--- src/rtl/timer_pkg.sv ---
// Shared types, limits and BCD helpers for the multi-preset countdown timer.
package timer_pkg;

    typedef enum logic [1:0] {
        StIdle,
        StRun,
        StPause,
        StDone
    } timer_state_e;

    typedef logic [3:0] bcd_digit_t;

    // Longest preset that still fits 99:59 on the display.
    localparam int unsigned MAX_SEC  = 5999;
    // Session counter rolls over after this value.
    localparam int unsigned BCD_WRAP = 9999;

    // Four-digit BCD of a binary value; only ever called on constants.
    function automatic logic [15:0] bin_to_bcd4(input int unsigned v);
        return {4'((v / 1000) % 10), 4'((v / 100) % 10), 4'((v / 10) % 10), 4'(v % 10)};
    endfunction

    // Seconds to M1 M0 S1 S0; only ever called on constants.
    function automatic logic [15:0] sec_to_bcd_time(input int unsigned sec);
        int unsigned m;
        int unsigned s;
        m = sec / 60;
        s = sec % 60;
        return {4'(m / 10), 4'(m % 10), 4'(s / 10), 4'(s % 10)};
    endfunction

    // Increment a four-digit BCD value with decimal carries.
    function automatic logic [15:0] bcd_inc(input logic [15:0] v);
        logic [15:0] r;
        logic        carry;
        r     = v;
        carry = 1'b1;
        for (int i = 0; i < 4; i++) begin
            if (carry) begin
                if (r[4*i +: 4] == 4'd9) begin
                    r[4*i +: 4] = 4'd0;
                end else begin
                    r[4*i +: 4] = r[4*i +: 4] + 4'd1;
                    carry       = 1'b0;
                end
            end
        end
        return r;
    endfunction

    // Decrement an MM:SS BCD time by one second (seconds borrow at 60).
    function automatic logic [15:0] bcd_time_dec(input logic [15:0] t);
        bcd_digit_t m1;
        bcd_digit_t m0;
        bcd_digit_t s1;
        bcd_digit_t s0;
        {m1, m0, s1, s0} = t;
        if (s0 != 4'd0) begin
            s0 = s0 - 4'd1;
        end else begin
            s0 = 4'd9;
            if (s1 != 4'd0) begin
                s1 = s1 - 4'd1;
            end else begin
                s1 = 4'd5;
                if (m0 != 4'd0) begin
                    m0 = m0 - 4'd1;
                end else begin
                    m0 = 4'd9;
                    m1 = m1 - 4'd1;
                end
            end
        end
        return {m1, m0, s1, s0};
    endfunction

endpackage

--- src/rtl/btn_sync_edge.sv ---
// Two-flop synchroniser for an asynchronous button followed by a rising-edge detector.
module btn_sync_edge (
    input  logic clk_i,
    input  logic rst_ni,
    input  logic btn_i,
    output logic rise_o
);

    logic sync1_q, sync1_d;
    logic sync2_q, sync2_d;
    logic prev_q, prev_d;

    // Shift the button through the synchroniser and remember the last synced level.
    always_comb begin
        sync1_d = btn_i;
        sync2_d = sync1_q;
        prev_d  = sync2_q;
    end

    // Synchroniser and history flops, synchronous active-low reset.
    always_ff @(posedge clk_i) begin
        if (!rst_ni) begin
            sync1_q <= 1'b0;
            sync2_q <= 1'b0;
            prev_q  <= 1'b0;
        end else begin
            sync1_q <= sync1_d;
            sync2_q <= sync2_d;
            prev_q  <= prev_d;
        end
    end

    assign rise_o = sync2_q & ~prev_q;

endmodule

--- src/rtl/multi_preset_timer.sv ---
// Multi-preset countdown timer with pause, session counter and BCD display outputs.
// Optional feature: define TIMER_AUTO_RELOAD_EN to restart the last preset one cycle after
// a session completes; otherwise the timer waits in DONE for a preset press.
// Remaining time is held directly as MM:SS BCD so the display needs no divider.
module multi_preset_timer
    import timer_pkg::*;
#(
    parameter int unsigned                CLK_HZ     = 125000000,
    parameter int unsigned                N_PRESET   = 4,
    parameter logic [16*N_PRESET-1:0]     PRESET_SEC = {16'd3000, 16'd1500, 16'd600, 16'd300}
) (
    input  logic                clk,
    input  logic                rst_n,
    input  logic [N_PRESET-1:0] btn,
    input  logic                pause_btn,
    output logic [15:0]         bcd_time,
    output logic [15:0]         bcd_count,
    output logic                running,
    output logic                done,
    output logic                dat_vld
);

    localparam int unsigned        DivW        = (CLK_HZ > 1) ? $clog2(CLK_HZ) : 1;
    localparam logic [DivW-1:0]    DivLast     = DivW'(CLK_HZ - 1);
    localparam logic [15:0]        RemOne      = 16'h0001;
    localparam logic [15:0]        BcdWrapCode = bin_to_bcd4(BCD_WRAP);

    if (N_PRESET < 1 || N_PRESET > 8) begin : g_bad_n_preset
        $error("multi_preset_timer: N_PRESET must be in 1..8");
    end

    // Preset durations converted to MM:SS BCD at elaboration; unused slots read zero.
    logic [15:0] preset_bcd [8];
    for (genvar g = 0; g < 8; g++) begin : g_preset
        if (g < N_PRESET) begin : g_used
            localparam int unsigned Sec = int'(PRESET_SEC[16*g +: 16]);
            if (Sec == 0 || Sec > MAX_SEC) begin : g_bad_sec
                $error("multi_preset_timer: PRESET_SEC entry out of range 1..5999");
            end
            assign preset_bcd[g] = sec_to_bcd_time(Sec);
        end else begin : g_unused
            assign preset_bcd[g] = '0;
        end
    end

    logic [N_PRESET-1:0] btn_rise;
    logic                pause_rise;

    for (genvar g = 0; g < N_PRESET; g++) begin : g_btn_sync
        btn_sync_edge u_btn_sync (
            .clk_i  (clk),
            .rst_ni (rst_n),
            .btn_i  (btn[g]),
            .rise_o (btn_rise[g])
        );
    end

    btn_sync_edge u_pause_sync (
        .clk_i  (clk),
        .rst_ni (rst_n),
        .btn_i  (pause_btn),
        .rise_o (pause_rise)
    );

    timer_state_e    state_q, state_d;
    logic [15:0]     rem_q, rem_d;
    logic [DivW-1:0] div_q, div_d;
    logic [15:0]     sess_q, sess_d;
    logic [2:0]      last_q, last_d;
    logic [15:0]     bcd_time_q, bcd_time_d;
    logic [15:0]     bcd_count_q, bcd_count_d;
    logic            done_q, done_d;
    logic            dat_vld_q, dat_vld_d;

    logic            preset_hit;
    logic [2:0]      preset_idx;
    logic            tick;

    // Pick the highest-index preset edge seen this cycle.
    always_comb begin
        preset_hit = 1'b0;
        preset_idx = '0;
        for (int i = 0; i < N_PRESET; i++) begin
            if (btn_rise[i]) begin
                preset_hit = 1'b1;
                preset_idx = 3'(i);
            end
        end
    end

    assign tick = (state_q == StRun) && (div_q == DivLast);

    // State register.
    always_ff @(posedge clk) begin
        if (!rst_n) begin
            state_q <= StIdle;
        end else begin
            state_q <= state_d;
        end
    end

    // Next-state logic; a preset edge overrides everything, including a same-cycle pause.
    always_comb begin
        state_d = state_q;
        if (preset_hit) begin
            state_d = StRun;
        end else begin
            unique case (state_q)
                StRun: begin
                    // Completion wins over a pause landing on the final tick.
                    if (tick && rem_q == RemOne) begin
                        state_d = StDone;
                    end else if (pause_rise) begin
                        state_d = StPause;
                    end
                end
                StPause: begin
                    if (pause_rise) begin
                        state_d = StRun;
                    end
                end
                StDone: begin
`ifdef TIMER_AUTO_RELOAD_EN
                    state_d = StRun;
`endif
                end
                default: begin
                    state_d = state_q;
                end
            endcase
        end
    end

    // Countdown, divider, session counter and display next-state.
    always_comb begin
        rem_d  = rem_q;
        div_d  = div_q;
        sess_d = sess_q;
        last_d = last_q;
        done_d = 1'b0;
        if (preset_hit) begin
            rem_d  = preset_bcd[preset_idx];
            div_d  = '0;
            last_d = preset_idx;
            if (preset_idx != last_q) begin
                sess_d = '0;
            end
        end else if (state_q == StRun) begin
            // Every RUN cycle advances the divider, including the one that sees a pause edge.
            if (tick) begin
                div_d = '0;
                if (rem_q == RemOne) begin
                    rem_d  = '0;
                    done_d = 1'b1;
                    sess_d = (sess_q == BcdWrapCode) ? '0 : bcd_inc(sess_q);
                end else begin
                    rem_d = bcd_time_dec(rem_q);
                end
            end else begin
                div_d = div_q + DivW'(1);
            end
        end
`ifdef TIMER_AUTO_RELOAD_EN
        else if (state_q == StDone) begin
            rem_d = preset_bcd[last_q];
            div_d = '0;
        end
`endif
        bcd_time_d  = rem_q;
        bcd_count_d = sess_q;
        dat_vld_d   = (rem_q != bcd_time_q) || (sess_q != bcd_count_q);
    end

    // Datapath and registered output flops.
    always_ff @(posedge clk) begin
        if (!rst_n) begin
            rem_q       <= '0;
            div_q       <= '0;
            sess_q      <= '0;
            last_q      <= '0;
            bcd_time_q  <= '0;
            bcd_count_q <= '0;
            done_q      <= 1'b0;
            dat_vld_q   <= 1'b0;
        end else begin
            rem_q       <= rem_d;
            div_q       <= div_d;
            sess_q      <= sess_d;
            last_q      <= last_d;
            bcd_time_q  <= bcd_time_d;
            bcd_count_q <= bcd_count_d;
            done_q      <= done_d;
            dat_vld_q   <= dat_vld_d;
        end
    end

    // Output decode.
    always_comb begin
        running   = (state_q == StRun);
        bcd_time  = bcd_time_q;
        bcd_count = bcd_count_q;
        done      = done_q;
        dat_vld   = dat_vld_q;
    end

endmodule

--- config.mk ---
export PLATFORM = sky130hd
export DESIGN_NAME = multi_preset_timer
export DESIGN_NICKNAME = d
export VERILOG_FILES = /design/src/rtl/timer_pkg.sv /design/src/rtl/btn_sync_edge.sv /design/src/rtl/multi_preset_timer.sv
export SDC_FILE = /design/constraint.sdc
export NUM_CORES = 1
export LEC_CHECK = 0
export BUFFER_PORTS_ARGS = -buffer_cell sky130_fd_sc_hd__buf_2
export CORE_MARGIN = 3
export CORE_UTILIZATION = 59
export DETAILED_ROUTE_END_ITERATION = 8
export HOLD_SLACK_MARGIN = 0.15
export PLACE_DENSITY = 0.79
export SYNTH_ARGS = -nofsm -noshare
export SYNTH_HDL_FRONTEND = slang
export SYNTH_SLANG_ARGS = --single-unit
--- constraint.sdc ---
create_clock -name clk -period 3.1 [get_ports clk]
set_input_delay 0.31 -clock clk [delete_from_list [all_inputs] [get_ports clk]]
set_output_delay 0.31 -clock clk [all_outputs]
set_load 0.1 [all_outputs]
==> results.py, run 1 <==
metrics = {
    "clocking": {
        "htree_levels": 3,
        "insertion_delay_ns": 0.37,
        "clkTransAtPathRegs_ns": 0.11,
        "tritoncts": "yes",
        "cts_root_buf": "clkbuf_8",
        "cts.path.max_buffers": 2,
        "cts_sinks": 112,
        "ctsResizeCount": 0,
        "cts_hold_buf": 5,
        "cts_buffers": 9,
        "cts_setup_buffers": 0,
    },
    "global_route": {
        "groute.layer.met3.usage_pct": 4.357,
        "grt-ovfl-total": 0,
        "busiest_layer": "met2",
        "grt_pass1_wl_mm": 18.25,
        "globalRouteMet1Util_pct": 31.38,
        "gr-usage-met2_pct": 36.49,
        "antenna_found_initial": 0,
        "grt_util_all_layers_pct": 23.39,
        "grt_max_degree": 44,
        "first_global_vias": 3810,
    },
    "timing": {
        "clock_skew_ns": 0.01744,
        "hold_viol": 0,
        "rsz0062_at_grt": "false",
        "worst_pin_slew_ns": 0.6227,
        "fin_crit_ns": 2.619,
        "fmax_mhz": 381.8,
        "setup_viol": 0,
        "slew_headroom_pct": 58.49,
        "setup_tns_ns": 0,
        "whs_ns": 0.2789,
        "fin_crit_sh_pct": 84.49,
        "drv_slew": 0,
    },
    "hold_path": {
        "hold_path.class": "input port to register",
        "hold_start": "rst_n",
    },
    "synth": {
        "seq_area_frac_synth_pct": 44.97,
        "netlist_area_mm2": 0.004986,
        "synth.largest_area_cell": "dfxtp_1",
        "yosysMostFrequentCell": "dfxtp_1",
        "synth_cells": 550,
        "synth-seq-cells": 112,
        "synth_edf_count": 0,
        "async_flop_share_pct": 0,
        "synth_top_family_by_area": "simple AND/OR/NAND/NOR gates",
        "synth-simple-area-share_pct": 27.75,
        "ys_top_cells_by_area": "dfxtp_1, xnor2_1, and2_1",
        "yosys.cell_types.count": 55,
        "postSynthAreaPerCell_um2": 9.066,
        "synth_top_area_share_pct": 44.97,
        "synth-adder-area-share_pct": 3.764,
        "synth_nets": 572,
        "synthMuxAreaShare_pct": 0.4015,
        "synthXorXnorAreaFrac_pct": 10.36,
        "synth_compound_area_share_pct": 9.686,
        "yosysWarnings": 0,
        "synth_common_cells": "dfxtp_1, nor2_1, xnor2_1, and2_1, nand2_1",
        "synth_flop_cell": "dfxtp_1",
    },
    "drt": {
        "routed_wirelength_mm": 10.98,
        "postRouteAntennaNets": 0,
        "post_drt_wl_per_cell_um": 15.66,
        "first_pass_iters": 5,
        "vias": 4011,
        "drc": 0,
        "post_drt_via_cell_ratio": 5.722,
        "drtIter0Drc": 308,
    },
    "power": {
        "ir_drop_uv": 364.1,
        "p_leak_uw": 0.002165,
        "power_density_mw_per_mm2": 504.7,
    },
    "critical_path": {
        "crit_top_cell": "or3b_1",
        "crit_buf_inv": 1,
        "path_cells": "inv_1, ha_1, or3b_1, nor4_4, nand3_2, or4_1, or3b_1, nand3_1",
        "start_kind": "register",
        "crit_start": "bcd_time_d[4]",
        "critPathMaxFanout": 6,
        "crit_required_ns": 3.41,
        "crit_family": "simple AND/OR/NAND/NOR gates",
        "r2r-start": "bcd_time_d[4]",
        "end_kind": "register",
        "slowest_delay_ns": 0.45,
        "crit_path_top_delay_cell": "or3b_1",
        "path_class": "register to register",
        "critical_path_arrival_ns": 2.93,
    },
    "finish": {
        "finalNetCount": 618,
        "area_growth_pct": 10.77,
        "n_fill_cell": 636,
        "drive_gt1_share_pct": 11.35,
        "multi_input_area_mm2": 0.002591,
        "antenna_cells": 0,
        "regArea_mm2": 0.002242,
        "final_util_pct": 69.32,
    },
    "placed_design": {
        "dp_hpwl_mm": 8.187,
        "gp_congestion": 0.9029,
        "io_buffer_count": 41,
    },
    "outcome": {
        "status": "complete, no violations",
    },
    "floorplanning": {
        "die-area_mm2": 0.009590,
        "core_mm2": 0.007968,
        "ioPinCount": 42,
        "rows": 32,
        "fp.dieW_um": 97.93,
        "start_util_pct": 62.58,
        "die_y_um": 97.93,
    },
    "run": {
        "cap_violations": 0,
    },
}
==> per-layer routing <==
metal	vias to the layer above	wire [µm]
met5	-	0
met4	0	344
met3	26	716
met2	141	4942
met1	1848	4975
li1	1996	-
==> stage by stage <==
| stage | setup WS (ns) | power, µW | area (µm²) | instances |
|---|---|---|---|---|
| global placement | 0.5701 | 2006 | 5301 | 682 |
| global route | 0.2503 | 2908 | 5523 | 701 |
| finish | 0.4808 | 2787 | 5523 | 701 |
| detailed placement | 0.4994 | 2020 | 5301 | 682 |
| floorplan | 0.08558 | 1914 | 4986 | 550 |
| CTS | 0.4785 | 2793 | 5523 | 701 |
==> final cells by class <==
| cell class | instances | area share [%] |
|---|---|---|
| clock buffer | 12 | 2.809 |
| clock inverter | 2 | 0.2945 |
| inverter | 18 | 1.223 |
| multi-input combinational | 400 | 46.92 |
| sequential | 112 | 40.60 |
| tap | 102 | 2.311 |
| timing repair buffer | 55 | 5.845 |
==> final timing paths <==
check	endpoint	slack (ns)	cells past startpoint
max	bcd_count_d[6]	0.48	8
min reg2reg	u_pause_sync.prev_d	0.44	1
min	bcd_count[0]	0.28	2
max reg2reg	bcd_count_d[6]	0.48	8
==> worst reg2reg max path: stages, from the launching register on <==
cell and delay [ns]:
dfxtp_1 0.37, inv_1 0.10, ha_1 0.20, or3b_1 0.45, nor4_4 0.34, nand3_2 0.18
or4_1 0.45, or3b_1 0.38, nand3_1 0.08
==> registers in the layout, summed over array words and instances (netlist names) <==
signal and count:
div_q 27, bcd_count 16, bcd_count_d 16, bcd_time 16, bcd_time_d 16, g_btn_sync.u_btn_sync.prev_d 4
g_btn_sync.u_btn_sync.prev_q 4, g_btn_sync.u_btn_sync.sync1_q 4, last_q 2, state_q 2, dat_vld 1, done 1
u_pause_sync.prev_d 1, u_pause_sync.prev_q 1, u_pause_sync.sync1_q 1
==> power by group <==
part | total [µW] | switching, µW | internal, µW
Clock | 788 | 458 | 330
Combinational | 469 | 316 | 152
Sequential | 1530 | 46.7 | 1480
==> kinds of logic after synthesis <==
family,after synthesis
buf+inv,38
simple gates,244
fa+ha+maj,15
mux,2
flops,112
compound gates,80
xor+xnor,59
==> layout by cell type, fill, tap and decap left out, types with 4 or more instances in the layout <==
cell type	Yosys	layout
a21oi_1	21	21
and2_1	39	39
and3_1	8	8
and4_1	7	7
buf_2	2	41
buf_4	0	9
clkbuf_8	0	11
dfxtp_1	112	112
dlygate4sd3_1	0	5
ha_1	15	15
inv_1	18	18
nand2_1	32	32
nand2b_1	9	9
nand3_1	14	14
nand3b_1	6	6
nand4_1	17	17
nor2_1	60	60
nor2b_1	6	6
nor3_1	8	8
nor4_1	6	6
o21ai_0	30	30
or3_1	6	6
or3b_1	4	4
xnor2_1	49	49
xor2_1	10	10
Note: power is estimated with default switching activity, not from simulation.
==> run 2, diff against run 1 <==
Settings changed: ABC_AREA set to 1, CORE_UTILIZATION 59 to 60, PLACE_DENSITY 0.79 to 0.8.
Clock period 3.1 ns to 2.58 ns, I/O delays scaled along.
==> results.py, run 2 <==
metrics = {
    "outcome": {
        "status": "complete, no violations",
    },
    "critical_path": {
        "crit_required_ns": 2.84,
        "timing.rr.end": "div_q[19]",
        "slowest_delay_ns": 0.36,
        "crit_path_top_delay_cell": "ha_1",
        "crit_path_end": "div_q[19]",
        "path_class": "register to register",
        "crit_family": "simple AND/OR/NAND/NOR gates",
        "r2r-start": "state_q[1]",
        "cp.depth": 9,
        "ff2ff_setup_slack_ns": 0.32,
        "crit_buf_inv": 1,
        "rr_worst_depth": 9,
        "crit_start": "state_q[1]",
        "start_kind": "register",
        "critical_path_arrival_ns": 2.52,
        "path_cells": "inv_1, ha_1, nand2_1, nor3_1, nand3_1, nor2_1, nand3_1, o21ai_0, a21oi_1",
        "end_kind": "register",
        "critPathMaxFanout": 10,
        "crit_top_cell": "nand3_1",
    },
    "drt": {
        "post_drt_via_cell_ratio": 5.331,
        "drc": 0,
        "post_drt_wl_per_cell_um": 12.55,
        "postRouteAntennaNets": 0,
        "routed_wirelength_mm": 12.10,
        "vias": 5139,
        "drtIter0Drc": 277,
        "first_pass_iters": 7,
    },
    "floorplanning": {
        "rows": 34,
        "ioPinCount": 42,
        "die-area_mm2": 0.01061,
        "die_y_um": 103.0,
        "core_mm2": 0.008934,
        "start_util_pct": 63.18,
        "fp.dieW_um": 103.0,
    },
    "clocking": {
        "cts_buffers": 9,
        "cts.path.max_buffers": 2,
        "cts_sinks": 112,
        "cts_root_buf": "clkbuf_8",
        "clkTransAtPathRegs_ns": 0.10,
        "insertion_delay_ns": 0.37,
        "tritoncts": "yes",
        "cts_setup_buffers": 0,
        "ctsResizeCount": 0,
        "htree_levels": 3,
    },
    "synth": {
        "yosys.cell_types.count": 41,
        "ys_top_cells_by_area": "dfxtp_1, nand2_1, inv_1",
        "postSynthAreaPerCell_um2": 6.977,
        "seq_area_frac_synth_pct": 39.73,
        "synth.largest_area_cell": "dfxtp_1",
        "synth-seq-cells": 112,
        "netlist_area_mm2": 0.005644,
        "synth_top_area_share_pct": 39.73,
        "synth_edf_count": 0,
        "yosysMostFrequentCell": "nand2_1",
        "yosysWarnings": 0,
        "synth_cells": 809,
        "synth_nets": 831,
        "synth_common_cells": "nand2_1, inv_1, dfxtp_1, nor2_1, nand3_1",
        "synth_flop_cell": "dfxtp_1",
        "async_flop_share_pct": 0,
    },
    "finish": {
        "finish.instance_area_mm2": 0.006165,
        "layout_commonest_cell": "nand2_1",
        "antenna_cells": 0,
        "regMostFlops": "div_q",
        "regArea_mm2": 0.002242,
        "finalNetCount": 873,
        "drive_gt1_share_pct": 11.68,
        "final_cell_mix": "nand2_1, inv_1, dfxtp_1, nor2_1, nand3_1",
        "multi_input_area_mm2": 0.002823,
        "largest_register_ffs": 27,
        "area_growth_pct": 9.222,
        "final_util_pct": 69.01,
        "n_fill_cell": 762,
        "stdcell_count": 964,
    },
    "timing": {
        "setup_tns_ns": 0,
        "worst_pin_slew_ns": 0.6308,
        "fmax_mhz": 442.0,
        "fin_crit_sh_pct": 87.69,
        "clock_skew_ns": 0.01668,
        "slew_headroom_pct": 57.94,
        "drv_slew": 0,
        "fin_crit_ns": 2.262,
        "hold_viol": 0,
        "setup_viol": 0,
        "fin_ws_ns": 0.3176,
        "rsz0062_at_grt": "false",
    },
    "placed_design": {
        "place_ws_ns": 0.4057,
        "io_buffer_count": 41,
        "dp.cells": 943,
        "placed_cell_area_mm2": 0.005921,
        "dp_hpwl_mm": 8.932,
        "gp_congestion": 0.9757,
    },
    "run": {
        "cap_violations": 0,
    },
    "global_route": {
        "grt_util_all_layers_pct": 23.52,
        "grt-ovfl-total": 0,
        "gr-usage-met2_pct": 41.29,
        "grt_pass1_wl_mm": 20.48,
        "grt_max_degree": 68,
        "antenna_found_initial": 0,
        "groute.layer.met3.usage_pct": 4.127,
        "globalRouteMet1Util_pct": 29.82,
        "busiest_layer": "met2",
        "first_global_vias": 4691,
    },
    "power": {
        "p_leak_uw": 0.002916,
        "ir_drop_uv": 296.6,
        "power_density_mw_per_mm2": 632.7,
    },
    "hold_path": {
        "hold_start": "rst_n",
        "worstHoldPathCells": 3,
        "hold_path.class": "input port to register",
    },
}
## run 2: cell types whose count changed after synthesis, moves of 8 or more
cell	delta
inv_2	+11
clkbuf_1	-8
nand3_1	+34
nand2b_1	-9
xnor2_1	-25
a21oi_1	+15
and2_1	-39
nor3_1	+21
nand2_1	+158
inv_1	+99
nor2_1	+25
## run 2: area by class of cell
| class | count | share of cell area [%] |
|---|---|---|
| repair buffers | 49 | 4.506 |
| well taps | 108 | 2.192 |
| clock inverters | 6 | 1.076 |
| multi-input cells | 548 | 45.79 |
| clock buffers | 10 | 2.070 |
| flip-flops and latches | 112 | 36.37 |
| inverters | 131 | 7.997 |
## run 2: repair_timing
item,CTS,global route
endpoints found under the hold margin,5,0
endpoints found under the setup margin,0,0
hold buffers,5,0
## run 2: logic make-up after synthesis
kind of cell / share of synthesized area [%]
and+or+nand+nor: 32.72
buffers and inverters: 10.26
DFF: 39.73
AOI/OAI and AO/OA: 7.914
xor gates and xnor gates: 6.052
adders and majority gates: 3.325
## run 2: worst min-delay path by stage
stage                                                  end  slack [ns]
after floorplan           g_btn_sync[0].u_btn_sync.sync1_q        0.36
after global placement     g_btn_sync[0].u_btn_sync.prev_d        0.40
after detailed placement   g_btn_sync[2].u_btn_sync.prev_d        0.41
after CTS                                   bcd_time_d[13]        0.28
after global routing                        bcd_time_d[13]        0.29
final                                       bcd_time_d[14]        0.28
## run 2: worst min-delay path: stages
cell and delay (ns):
buf_2 0.10, clkinv_1 0.18, a21oi_1 0.06
## run 2: report_power, final
part	internal [µW]	switching (µW)	leakage, µW	total (µW)
sequential	1820	97.4	0.000910	1920
clock	456	597	0.000101	1050
combinational	270	658	0.00190	928
## run 2: metal layers
metal  up-vias  routed length [µm]  part of all wire [%]
met5         -                   0                     0
met4         0                 196                   1.6
met3        23                 623                   5.2
met2       161                5841                    48
met1      2330                5435                    45
li1       2625                   -                     -
## run 2: metrics by stage
stage	power [µW]	hold WS [ns]
2_1_floorplan	2701	0.3556
3_3_place_gp	2846	0.3957
3_5_place_dp	2871	0.4058
4_1_cts	3913	0.2756
5_1_grt	4110	0.2941
6_report	3901	0.2828
==> run 3, diff against run 2 <==
Clock period 2.58 ns to 2.9 ns, I/O delays scaled along.
==> results.py, run 3 (same netlist as run 2, synthesis figures left out) <==
metrics = {
    "timing": {
        "fmax_mhz": 431.1,
        "fin_crit_ns": 2.320,
        "fin_crit_sh_pct": 79.99,
        "hold_viol": 0,
        "slew_headroom_pct": 56.20,
        "setup_viol": 0,
        "worst_pin_slew_ns": 0.6510,
        "setup_tns_ns": 0,
        "clock_skew_ns": 0.01522,
        "drv_slew": 0,
        "rsz0062_at_grt": "false",
    },
    "floorplanning": {
        "rows": 34,
        "die-area_mm2": 0.01061,
        "start_util_pct": 63.18,
        "fp.dieW_um": 103.0,
        "die_y_um": 103.0,
        "ioPinCount": 42,
        "core_mm2": 0.008934,
    },
    "power": {
        "p_int_uw": 2202,
        "sequentialPowerShare_pct": 50.0,
        "clockPowerShare_pct": 25.8,
        "power_switching_uw": 1212,
        "ir_drop_uv": 254.2,
        "combPwrFrac_pct": 24.2,
        "swShare_pct": 35.49,
        "power_density_mw_per_mm2": 554.9,
        "p_leak_uw": 0.002902,
    },
    "drt": {
        "postRouteAntennaNets": 0,
        "first_pass_iters": 5,
        "post_drt_wl_per_cell_um": 12.58,
        "post_drt_via_cell_ratio": 5.317,
        "drtIter0Drc": 299,
        "vias": 5126,
        "drc": 0,
        "routed_wirelength_mm": 12.12,
    },
    "finish": {
        "finalNetCount": 873,
        "area_growth_pct": 9.000,
        "antenna_cells": 0,
        "drive_gt1_share_pct": 11.68,
        "largest_register_ffs": 27,
        "regMostFlops": "div_q",
        "stdcell_count": 964,
        "layout_commonest_cell": "nand2_1",
        "final_cell_mix": "nand2_1, inv_1, dfxtp_1, nor2_1, nand3_1",
    },
    "placed_design": {
        "dp_hpwl_mm": 9.120,
        "io_buffer_count": 41,
        "dp.cells": 943,
        "gp_congestion": 0.9752,
    },
    "global_route": {
        "antenna_found_initial": 0,
        "gr-usage-met2_pct": 41.39,
        "first_global_vias": 4687,
        "grt_util_all_layers_pct": 23.86,
        "busiest_layer": "met2",
        "grt_pass1_wl_mm": 20.55,
        "groute.layer.met3.usage_pct": 4.195,
        "grt_max_degree": 68,
        "grt-ovfl-total": 0,
        "globalRouteMet1Util_pct": 30.13,
    },
    "critical_path": {
        "critical_path_arrival_ns": 2.60,
        "slowest_delay_ns": 0.48,
        "path_class": "register to register",
        "crit_required_ns": 3.18,
        "start_kind": "register",
        "end_kind": "register",
        "crit_top_cell": "nand3_1",
        "critPathMaxFanout": 15,
        "crit_path_top_delay_cell": "ha_1",
        "path_cells": "inv_1, ha_1, nand2_1, nor3_1, nand3_1, nor2_1, nand3_1, o21ai_0, a21oi_1",
    },
    "clocking": {
        "cts_buffers": 9,
        "cts_root_buf": "clkbuf_8",
        "htree_levels": 3,
        "ctsResizeCount": 0,
        "cts.path.max_buffers": 2,
        "clkTransAtPathRegs_ns": 0.11,
        "insertion_delay_ns": 0.38,
        "cts_sinks": 112,
        "tritoncts": "yes",
    },
    "run": {
        "cap_violations": 0,
    },
    "outcome": {
        "status": "complete, no violations",
    },
    "hold_path": {
        "hold_path.class": "input port to register",
    },
}
==> run 3: cell count changes in the layout (fill, tap and decap cells not counted) <==
| cell | delta |
|---|---|
| inv_6 | -2 |
| clkbuf_8 | +1 |
| bufinv_16 | -1 |
| clkinv_2 | -1 |
| clkinvlp_4 | +2 |
| inv_8 | +1 |
==> run 3: area by class of cell <==
class                           count  area, µm²
Clock buffer                       11      141.4
Clock inverter                      5      40.04
Fill cell                         732       2781
Inverter                          131      493.0
Multi-Input combinational cell    548       2823
Sequential cell                   112       2242
Tap cell                          108      135.1
Timing Repair Buffer               49      277.8
==> run 3: per-stage QoR <==
stage | total power (µW) | worst slack (ns) | utilization (%) | cell area [µm²] | hold slack [ns]
5_1_grt | 3601 | 0.3268 | 68.87 | 6152 | 0.3257
2_1_floorplan | 2403 | 0.4614 | - | 5644 | 0.3876
6_report | 3414 | 0.5803 | 68.87 | 6152 | 0.3181
4_1_cts | 3432 | 0.6407 | 68.87 | 6152 | 0.3089
3_5_place_dp | 2556 | 0.6661 | 66.27 | 5921 | 0.3999
3_3_place_gp | 2526 | 0.7592 | 66.27 | 5921 | 0.3946
==> run 3: metal layers <==
layer	up-vias	wire length, µm
met3	16	594
met2	149	5901
met4	0	187
li1	2627	-
met5	-	0
met1	2334	5439
==> run 3: worst max-delay path, delay by kind of cell (launching register included) <==
kind / cells / cell delay (ns)
AO/OA/AOI/OAI: 2 / 0.20
buffers and inverters: 1 / 0.07
adder cells (fa/ha/maj): 1 / 0.48
AND/OR/NAND/NOR: 5 / 1.12
flip-flops: 1 / 0.33
==> run 3: power by group through the flow <==
| stage | registers [µW] | clock network [µW] | logic [µW] |
|---|---|---|---|
| 2_1_floorplan | 1880 | 0 | 518 |
| 3_3_place_gp | 1740 | 0 | 789 |
| 3_5_place_dp | 1740 | 0 | 812 |
| 4_1_cts | 1710 | 900 | 824 |
| 5_1_grt | 1720 | 961 | 918 |
| 6_report | 1710 | 882 | 825 |
==> run 3: path summary, 6_finish.rpt <==
check | start | end | slack, ns | cells past startpoint
setup / recovery | state_q[1] | div_q[19] | 0.58 | 9
hold / removal | rst_n | bcd_count_d[14] | 0.32 | 3
setup reg to reg | state_q[1] | div_q[19] | 0.58 | 9
hold reg to reg | g_btn_sync[2].u_btn_sync.sync1_q | g_btn_sync[2].u_btn_sync.prev_d | 0.42 | 2
==> run 3: what timing repair did <==
item | 4_1_cts | 5_1_grt
hold buffers | 5 | 0
setup endpoints to repair | 0 | 0
endpoints found under the hold margin | 5 | 0
setup buffers | 0 | 0
